`src/rtl/adc_cfg_sequencer.sv`:
```
// Table-driven feeder for the ADC serial config machine: walks host-loaded register
// writes, issues each one, polls completion and spaces entries with a CS-high gap.
`timescale 1ns/1ps
module adc_cfg_sequencer #(
    parameter int DEPTH      = 16,
    parameter int AW         = 4,
    parameter int TIMEOUT    = 4096,
    parameter int GAP_CYCLES = 8
) (
    input  logic          CLK,
    input  logic          RSTb,
    input  logic          TBL_WE,
    input  logic [AW-1:0] TBL_ADDR,
    input  logic [25:0]   TBL_WDATA,
    input  logic [AW:0]   SEQ_LEN,
    input  logic          START,
    input  logic          ABORT,
    output logic          CFG_CEb,
    output logic          CFG_WEb,
    output logic [31:0]   CFG_DATA,
    input  logic [31:0]   CFG_STATUS,
    output logic          BUSY,
    output logic          DONE,
    output logic          ERR,
    output logic [1:0]    ERR_CODE,
    output logic [AW-1:0] CUR_IDX
);

    localparam logic [2:0] stIdle   = 3'd0;
    localparam logic [2:0] stLoad   = 3'd1;
    localparam logic [2:0] stIssue  = 3'd2;
    localparam logic [2:0] stCheck  = 3'd3;
    localparam logic [2:0] stWait   = 3'd4;
    localparam logic [2:0] stDelay  = 3'd5;
    localparam logic [2:0] stGap    = 3'd6;
    localparam logic [2:0] stFinish = 3'd7;

    localparam int TW = $clog2(TIMEOUT) + 1;
    localparam int GW = $clog2(GAP_CYCLES) + 1;
    localparam logic [TW-1:0] toLast   = TW'(TIMEOUT - 1);
    localparam logic [GW-1:0] gapLast  = GW'(GAP_CYCLES - 1);
    localparam logic [AW:0]   depthLen = (AW + 1)'(DEPTH);

    logic [2:0]    state;
    logic [25:0]   tbl [DEPTH];
    logic [25:0]   entry;
    logic [1:0]    curSel;
    logic [AW:0]   seqLen;
    logic [15:0]   delayCnt;
    logic [TW-1:0] toCnt;
    logic [GW-1:0] gapCnt;
    logic [1:0]    statBusy;
    logic          unusedStatus;

    assign entry        = tbl[CUR_IDX];
    assign statBusy     = CFG_STATUS[31:30];
    assign unusedStatus = ^CFG_STATUS[29:0];

    always_ff @(posedge CLK or negedge RSTb) begin
        if (!RSTb) begin
            tbl <= '{default: '0};
        end else if (TBL_WE && !BUSY) begin
            tbl[TBL_ADDR] <= TBL_WDATA;
        end
    end

    always_ff @(posedge CLK or negedge RSTb) begin
        if (!RSTb) begin
            state    <= stIdle;
            CFG_CEb  <= 1'b1;
            CFG_WEb  <= 1'b1;
            CFG_DATA <= '0;
            BUSY     <= 1'b0;
            DONE     <= 1'b0;
            ERR      <= 1'b0;
            ERR_CODE <= '0;
            CUR_IDX  <= '0;
            curSel   <= '0;
            seqLen   <= '0;
            delayCnt <= '0;
            toCnt    <= '0;
            gapCnt   <= '0;
        end else if (ABORT && state != stIdle) begin
            state   <= stIdle;
            BUSY    <= 1'b0;
            CFG_CEb <= 1'b1;
            CFG_WEb <= 1'b1;
            DONE    <= 1'b0;
            ERR     <= 1'b0;
        end else begin
            case (state)
                stIdle: begin
                    if (START) begin
                        DONE     <= 1'b0;
                        ERR      <= 1'b0;
                        ERR_CODE <= '0;
                        CUR_IDX  <= '0;
                        if (SEQ_LEN == '0) begin
                            state <= stFinish;
                        end else begin
                            seqLen <= (SEQ_LEN > depthLen) ? depthLen : SEQ_LEN;
                            BUSY   <= 1'b1;
                            state  <= stLoad;
                        end
                    end
                end
                stLoad: begin
                    curSel <= entry[25:24];
                    if (entry[25:24] == 2'b00) begin
                        delayCnt <= entry[15:0];
                        state    <= stDelay;
                    end else begin
                        // strobes are set here so they are low exactly while in ISSUE
                        CFG_CEb  <= 1'b0;
                        CFG_WEb  <= 1'b0;
                        CFG_DATA <= {entry[25:24], 6'b0, entry[23:0]};
                        state    <= stIssue;
                    end
                end
                stIssue: begin
                    CFG_CEb <= 1'b1;
                    CFG_WEb <= 1'b1;
                    state   <= stCheck;
                end
                stCheck: begin
                    if (statBusy == curSel) begin
                        toCnt <= '0;
                        state <= stWait;
                    end else begin
                        ERR      <= 1'b1;
                        ERR_CODE <= 2'b01;
                        state    <= stFinish;
                    end
                end
                stWait: begin
                    if (statBusy == 2'b00) begin
                        gapCnt <= '0;
                        state  <= stGap;
                    end else if (toCnt == toLast) begin
                        ERR      <= 1'b1;
                        ERR_CODE <= 2'b10;
                        state    <= stFinish;
                    end else begin
                        toCnt <= toCnt + 1'b1;
                    end
                end
                stDelay: begin
                    if (delayCnt == '0) begin
                        gapCnt <= '0;
                        state  <= stGap;
                    end else begin
                        delayCnt <= delayCnt - 1'b1;
                    end
                end
                stGap: begin
                    if (gapCnt == gapLast) begin
                        if ({1'b0, CUR_IDX} == seqLen - 1'b1) begin
                            state <= stFinish;
                        end else begin
                            CUR_IDX <= CUR_IDX + 1'b1;
                            state   <= stLoad;
                        end
                    end else begin
                        gapCnt <= gapCnt + 1'b1;
                    end
                end
                stFinish: begin
                    BUSY <= 1'b0;
                    if (!ERR) DONE <= 1'b1;
                    state <= stIdle;
                end
                default: state <= stIdle;
            endcase
        end
    end

endmodule

```
`config.mk`:
```
export PLATFORM = sky130hd
export DESIGN_NAME = adc_cfg_sequencer
export DESIGN_NICKNAME = d
export VERILOG_FILES = /design/src/rtl/adc_cfg_sequencer.sv
export SDC_FILE = /design/constraint.sdc
export NUM_CORES = 1
export LEC_CHECK = 0
export ABC_AREA = 1
export BUFFER_PORTS_ARGS = -buffer_cell sky130_fd_sc_hd__buf_2
export CORE_MARGIN = 8
export CORE_UTILIZATION = 45
export DETAILED_ROUTE_END_ITERATION = 7
export GPL_TIMING_DRIVEN = 0
export PLACE_DENSITY = 0.64
export SETUP_SLACK_MARGIN = 0.05
export SYNTH_ARGS = -nofsm -noshare
export SYNTH_HDL_FRONTEND = slang
export SYNTH_SLANG_ARGS = --single-unit
```
`constraint.sdc`:
```
create_clock -name CLK -period 1.85 [get_ports CLK]
set_clock_uncertainty 0.15 [all_clocks]
set_input_delay 0.185 -clock CLK [delete_from_list [all_inputs] [get_ports CLK]]
set_output_delay 0.185 -clock CLK [all_outputs]
set_load 0.02 [all_outputs]
```
==> out/summary.md, run 1 <==
The internal power of the cells totals 29.5 mW. The flow ran to the end, but the final reports show violations. The logs give 0 for the antenna diode count and 0.62 ns for the clock insertion delay at the later pin of the skew report. In the routed layout, each cell is associated on average with a via count of 5.53. The first global-routing pass estimated 123000 µm of wire. The layout overhead on the synthesized area is 28.7%.

In the layout the commonest cells are 989 x nand2_1, 487 x dfrtp_1, 462 x o21ai_0. The min-delay analysis places its worst path in the category in2async. Across the VDD grid, the largest voltage drop is 711 µV.

The commonest non-fill, non-tap cell in the layout was nand2_1. For the sequential cell area in the final layout, the log shows 0.0124 mm². Setup repair after global routing could not meet its margin everywhere. The XOR/XNOR share of the synthesized area was 0.00828; the detailed-routing wirelength on met1 was 33500 µm. The startpoint-to-endpoint class of the critical path was reg2reg. Dominant combinational cell family by area after synthesis: simple AND/OR/NAND/NOR gates. Entering global routing, the biggest net connects 124 pins. The number of endpoints with negative hold slack in the final report came out at 277.

The synthesized netlist occupies a cell area of 0.0233 mm². The net switching share of the total power was 0.381. The utilization after layout is 0.585.

For this design the total switching power over the nets is 18.2 mW. The fraction of the mapped netlist area in compound gates is 0.131. The simple logic cell fraction of the synthesized area is 0.269.

In this run the deepest clock path goes through 3 buffers. Summing all multi-input logic gate instances after layout gives 0.0106 mm². The post-detailed-route DRC marker count was 0. For the overall via count from detail_route, the log shows 22200. In this run the critical register-to-register path is launched from CUR_IDX[0].

The routed wire length per instance is 20.4 µm, and the core footprint is 0.0512 mm². The kind of start point of the critical path was a register. The final-layout fill cell count is 4514. Setup violations remaining at the end of the flow were counted as 71. The routability congestion estimate from global placement is 0.956, and the leakage power total is 14.5 nW. The residual overflow from global routing is 0, and the gate count after technology mapping is 3026. The worst max-slew margin expressed relative to the limit came out at 0.524. The die span in x was 243 µm. The tools report the CTS root buffer as clkbuf_16. The aggregate global-route resource usage is 0.264, and the final HPWL from detailed placement is 56400 µm. The worst reg2reg path endpoint is CFG_DATA[16]. Counting distinct cell types in the post-synthesis netlist gives 34. Measured along the y axis, the die boundary spans 243 µm.

In the detailed route, the total length drawn on met3 is 7670 µm. STA classifies the critical path endpoint as a register. At the worst endpoint, the required time is 2.24 ns. Overall die area: 0.0592 mm².

For this block, the initial DRC count from the detailed router was 2564. At the pin with the least slew margin, the transition time is 0.711 ns. Synthesis inferred 495 register bits. TritonCTS built the clock tree. The fraction of layout instances using a drive strength above 1 is 0.209. The portion of total power attributed to sequential cells is 0.366, and the number of cells on the worst reg-to-reg path is 12.

In the final design database the tool counted 3373 nets. The initial antenna violation count was 0. For the worst setup path, the data arrival time is 2.74 ns. The logs give 0.247 for the share of total power in the clock network and 0 for the max-cap violation count. The final worst setup slack was -0.495 ns. Summed over all layers, the routed wires come to 82100 µm. The run gives 0 as the count of final max-slew check failures. The final reports fail on negative hold slack, negative setup slack. Along the worst path, the maximum fanout reaches 10. Pin placement for this block handled 115 I/O pins. Clock tree synthesis found a total of 495 sinks. The number of clock buffers inserted by TritonCTS is 54, and the proportion of power drawn by combinational gates is 0.388.

The final worst hold slack was -0.635 ns. The logs give 0.532 for the sequential share of the synthesized area and 21300 for the via count of the first global-routing pass. Clock-pin slew was measured on the worst setup and hold paths at 0.06 ns. The proportion of synthesized area in mux cells came out at 0. The final period demand of the worst path was 2.34 ns. The initial core utilization came out at 0.455.

The H-tree generated during clock tree synthesis spans 2 levels. The tools report the number of warnings issued by yosys as 0. The first-pass detailed-route iteration total was 8.

Each instance of the synthesized netlist takes up on average 7.69 µm². The post-synthesis share of cell area spent on full adders, half adders and majority gates is 0.00269, and the highest clock frequency the design can meet is 427 MHz. In this run the power density over the cells is 1590 mW/mm². Detailed routing placed a total of 38100 µm of wire on met2. The uppermost layer routed was met4. The row count is 83, and the total of buffers placed on input and output ports is 78. In this run the remaining antenna-violating nets after routing total 0. The share of the clock period used by the worst path came out at 1.27. For flop-to-flop paths, the worst setup slack is -0.49 ns.
[registers in the layout, indices dropped and copies added, names as in the netlist]
signal,cells
delayCnt,16
CFG_DATA,26
BUSY,1
state,3
toCnt,13
seqLen,5
tbl,416
CUR_IDX,4
ERR_CODE,2
ERR,1
DONE,1
curSel,2
gapCnt,4
CFG_WEb,1
[worst max path at each step]
stage	start	endpoint	slack (ns)	cells past startpoint
final	CUR_IDX[0]	CFG_DATA[16]	-0.49	12
after floorplan	CUR_IDX[0]	delayCnt[6]	-0.09	11
after global routing	CUR_IDX[0]	delayCnt[4]	-0.55	13
after global placement	RSTb	CUR_IDX[1]	-10.41	1
after CTS	CUR_IDX[0]	delayCnt[4]	-0.43	16
after detailed placement	CUR_IDX[3]	delayCnt[13]	-1.03	10
[through the flow]
stage / instance area [µm²] / worst slack [ns] / total power [mW] / TNS (ns) / instances
after floorplan: 23400 / -0.0883 / 26.3 / -0.961 / 3031
after global placement: 24700 / -10.41 / 30.6 / -4799.56 / 3789
after detailed placement: 24800 / -1.03 / 31.1 / -125.13 / 3793
after CTS: 28800 / -0.432 / 45.6 / -17.75 / 3988
after global routing: 29900 / -0.552 / 50.4 / -28.39 / 4019
final: 29900 / -0.495 / 47.7 / -22.40 / 4019
[cells in the mapped netlist]
cell type / count / area share
o31ai_1: 2 / 0.00065
o211ai_1: 17 / 0.0055
o21ai_1: 21 / 0.0045
o21ai_0: 519 / 0.11
ha_1: 5 / 0.0027
clkbuf_1: 149 / 0.024
conb_1: 1 / 0.00016
dfstp_2: 1 / 0.0011
a31oi_1: 2 / 0.00054
nor3_2: 1 / 0.00043
buf_1: 13 / 0.0021
dfrtp_1: 494 / 0.53
or2_2: 10 / 0.0027
buf_2: 30 / 0.0065
clkinv_1: 1 / 0.00016
inv_1: 121 / 0.020
xor2_1: 14 / 0.0053
nor2_4: 1 / 0.00048
nand2_2: 2 / 0.00054
nand2_1: 1114 / 0.18
o21ai_4: 1 / 0.00070
nand4_1: 33 / 0.0089
a211oi_1: 2 / 0.00065
nand3b_1: 3 / 0.00097
xnor2_1: 8 / 0.0030
nand3_2: 1 / 0.00043
nor4_1: 2 / 0.00054
nor3_1: 6 / 0.0013
a21oi_1: 31 / 0.0067
clkbuf_2: 1 / 0.00021
buf_4: 12 / 0.0039
inv_2: 5 / 0.00081
nor2_1: 262 / 0.042
nand3_1: 141 / 0.030
[cell families after synthesis]
kind of cell,after synthesis
AO/OA/AOI/OAI,595
XOR/XNOR,22
adder cells (fa/ha/maj),5
buffers and inverters,332
flip-flops,495
other,1
AND/OR/NAND/NOR,1576
[worst max-delay path, stage by stage, from the launching register on]
cell,delay [ns]
dfrtp_2,0.49
clkinv_4,0.11
buf_12,0.15
buf_12,0.15
buf_8,0.14
nor2_1,0.05
nor2_1,0.08
o21ai_0,0.11
o211ai_1,0.24
nand4_1,0.24
nand2_2,0.18
inv_1,0.05
o21ai_1,0.12
[routing by layer]
| metal | track usage | vias to the layer above |
|---|---|---|
| li1 | - | 10300 |
| met1 | 0.352 | 10800 |
| met2 | 0.417 | 1015 |
| met3 | 0.0606 | 177 |
| met4 | 0.0987 | 0 |
| met5 | 0 | - |
[power by group through the flow]
stage          clock, mW  combinational (mW)  sequential [mW]
2_1_floorplan          0                9.14             17.1
3_3_place_gp           0                13.4             17.2
3_5_place_dp           0                13.8             17.3
4_1_cts             11.9                16.5             17.2
5_1_grt             12.3                20.3             17.8
6_report            11.8                18.5             17.4
[area by class of cell]
| class | instances | area share |
|---|---|---|
| inverter | 127 | 0.0168 |
| clock buffer | 82 | 0.0571 |
| tap | 680 | 0.0284 |
| buffer | 204 | 0.0539 |
| clock inverter | 17 | 0.00802 |
| sequential | 495 | 0.414 |
| timing repair buffer | 210 | 0.0665 |
| multi-input combinational | 2204 | 0.355 |
[what timing repair did]
item                       in CTS  in global routing
setup buffers                  50                 26
setup endpoints to repair     489                273
pin swaps                      49                111
resized for setup             388                352
hold endpoints to repair      465                 74
cloned                          8                  8
hold buffers                   38                  1
No activity file was read; power rests on OpenSTA's default activity.
==> run 2: changes to the inputs <==
--- a/config.mk
+++ b/config.mk
@@ -7,12 +7,13 @@
 export LEC_CHECK = 0
 export ABC_AREA = 1
 export BUFFER_PORTS_ARGS = -buffer_cell sky130_fd_sc_hd__buf_2
-export CORE_MARGIN = 8
+export CORE_ASPECT_RATIO = 2
 export CORE_UTILIZATION = 45
 export DETAILED_ROUTE_END_ITERATION = 7
 export GPL_TIMING_DRIVEN = 0
 export PLACE_DENSITY = 0.64
 export SETUP_SLACK_MARGIN = 0.05
+export SKIP_CTS_REPAIR_TIMING = 1
 export SYNTH_ARGS = -nofsm -noshare
 export SYNTH_HDL_FRONTEND = slang
 export SYNTH_SLANG_ARGS = --single-unit
==> run 2 against run 1 <==
  * The flow still finishes with violations (negative hold slack, negative setup slack)
  * Die area shrank 11%
  * Sequential cell count unchanged
  * Critical path depth fell by 2
  * Sequential power barely moved
  * Hold slack gained 0.056 ns
  * Register-to-register slack got worse by 0.19 ns
  * Largest cell class unchanged
  * Final cell count decreased by 2.4%
  * Fmax decreased by 7.5%
==> out/summary.md, run 2 (synthesis gave the netlist of run 1 again) <==
The flow ran to the end, but the final reports show violations. The final reports fail on negative hold slack, negative setup slack. Via count of the first global-routing pass: 21700. The H-tree was split into 2 levels. The final worst hold slack is -0.579 ns.

tbl holds more flip-flops than any other register. The transition time of the tightest slew-check pin was 0.925 ns; the fraction of layout instances using a drive strength above 1 was 0.140. For the required time of the worst setup path, the log shows 2.22 ns. Boundary pin count: 115.

The run gives 0 as the residual overflow from global routing. The placed instances occupy a cell area of 0.0248 mm². After routing the design area is 0.0280 mm². Max-cap violations in this run came to 0. Excluding fillers, the count of instances in the completed layout stands at 3921. The first global-routing pass estimated 134000 µm of wire.

The layout overhead on the synthesized area was 20.3%. The tools report the initial core utilization as 0.457. Summed over all layers, the routed wires come to 93400 µm.

Clock-pin slew was measured on the worst setup and hold paths at 0.06 ns. Across the VDD grid, the largest voltage drop is 927 µV. Routability-driven placement finished with a final weighted congestion of 0.990. The routed wire length per instance was 23.8 µm; the vertical die dimension was 324 µm.

For the overall via count from detail_route, the log shows 22500. Leaving out fill and tap cells, the most frequent cell in the layout is nand2_1. Share of the clock period used by the worst path: 1.37. Once placement completed, the tool counted placed cells totaling 3767. After detailed routing, the number of remaining DRC violations is 0.

The detailed router finished its first iteration with 2316 violations. Data arrives at the worst endpoint at 2.90 ns. Subtracting the final worst setup slack from the clock period gives 2.54 ns. Total power for the finished layout comes to 44.8 mW.

Buffers inserted during clock tree synthesis total 46. The slack of the worst reg-to-reg path came out at -0.69 ns. Setup repair after global routing could not meet its margin everywhere. The region available for standard cell placement spans 0.0509 mm². The logs give 0.351 for the aggregate global-route resource usage and 219 for the number of endpoints with negative hold slack in the final report. The worst min-delay path category was in2async.

The tree built by TritonCTS fans out to 495 sinks. The worst max-slew margin expressed relative to the limit was 0.383; the initial antenna violation count was 5. The row count is 117, and the die span in x is 163 µm. The final worst setup slack came out at -0.685 ns. The utilization after layout was 0.550.

The tools report the endpoint class of the critical path as a register. In the final layout, the registers with the most flip-flops are tbl: 416 flops, CFG_DATA: 26 flops, delayCnt: 16 flops. Leaving out fill and tap cells, the most frequent cells in the layout are 1061 x nand2_1, 491 x dfrtp_1, 480 x o21ai_0.

TritonCTS built the clock tree. The number of buffers on the longest clock path is 3, and the via-per-instance ratio is 5.73. The tools report the kind of start point of the critical path as a register.

Clock tree synthesis selected as its root buffer the cell clkbuf_16. Overall die area: 0.0527 mm². Summed over all cells, the static leakage comes to 13.5 nW. The count of buffers added on input and output ports is 78. The largest driver fanout on the critical path was 6; the clock insertion delay at the later pin of the skew report was 0.59 ns. Static timing analysis puts the maximum clock frequency at 394 MHz.

Count of final max-slew check failures: 0. Power density over the cells: 1600 mW/mm². Prior to clock tree synthesis, the placed netlist has a worst setup slack of -1.27 ns. Entering global routing, the biggest net connects 120 pins. The critical path is of the reg2reg type.

After the last flow step, the layout net total stands at 3302. The number of flip-flops under the largest register name is 416. The first detailed-routing pass took 7 iterations.

For the final setup violation count, the log shows 356. Detailed placement ended at an HPWL of 65800 µm. In this run the remaining antenna-violating nets after routing total 0.
[run 2: changes by cell type in the layout (fill, tap and decap cells not counted), moves of 11 or more]
cell | previous run | this run
o21ai_1 | 66 | 43
buf_6 | 38 | 13
clkbuf_1 | 37 | 111
nor2_4 | 32 | 11
clkbuf_8 | 26 | 8
buf_4 | 79 | 37
nor2_1 | 209 | 227
nand2_2 | 94 | 48
dlygate4sd3_1 | 39 | 28
clkbuf_2 | 42 | 31
buf_8 | 20 | 9
nand2_4 | 29 | 6
nand2_1 | 989 | 1061
o21ai_0 | 462 | 480
[run 2: per-layer routing]
metal  global-route usage  vias to the layer above  wire [µm]
li1                     -                    10100          -
met1                0.360                    10800      30100
met2                0.600                     1181      46500
met3               0.0517                      353       6390
met4                0.343                        4      10400
met5                    0                        -         28
[run 2: layout make-up]
class	instances	area (µm²)
Clock buffer	72	1350
Timing Repair Buffer	146	1290
Clock inverter	12	169
Antenna cell	6	15.0
Buffer	205	1310
Multi-Input combinational cell	2204	10200
Sequential cell	495	12400
Fill cell	4794	22900
Inverter	127	498
Tap cell	654	818
[run 2: power by group]
| group | switching [mW] | internal [mW] | leakage [nW] |
|---|---|---|---|
| clock network | 4.34 | 5.58 | 0.738 |
| logic | 11.4 | 6.08 | 6.45 |
| registers | 2.50 | 14.9 | 6.36 |
[run 2: worst max-delay path, stage by stage, from the launching register on]
cell,delay (ns)
dfrtp_2,0.48
buf_12,0.17
buf_12,0.13
buf_12,0.13
buf_12,0.14
o21ai_2,0.07
o211ai_1,0.73
nand3_1,0.16
nand2_1,0.12
nand2_2,0.07
o21ai_2,0.11
[run 2: worst paths after layout]
| path | startpoint | end | cells past startpoint |
|---|---|---|---|
| worst max-delay path | CUR_IDX[0] | CFG_DATA[22] | 10 |
| worst min-delay path | RSTb | CFG_DATA[9] | 1 |
| worst max register to register | CUR_IDX[0] | CFG_DATA[22] | 10 |
| worst min register to register | CFG_WEb | CFG_WEb | 2 |
| max in group asynchronous | RSTb | tbl[124] | 3 |
| min in group CLK | TBL_WDATA[4] | tbl[264] | 3 |
[run 2: stage by stage]
stage	hold WS [ns]	TNS (ns)
after global placement	0.299	-4828.65
after floorplan	-0.261	-0.961
final	-0.579	-55.18
after global routing	-0.515	-87.26
after detailed placement	0.0616	-161.07
after CTS	-0.546	-164.88
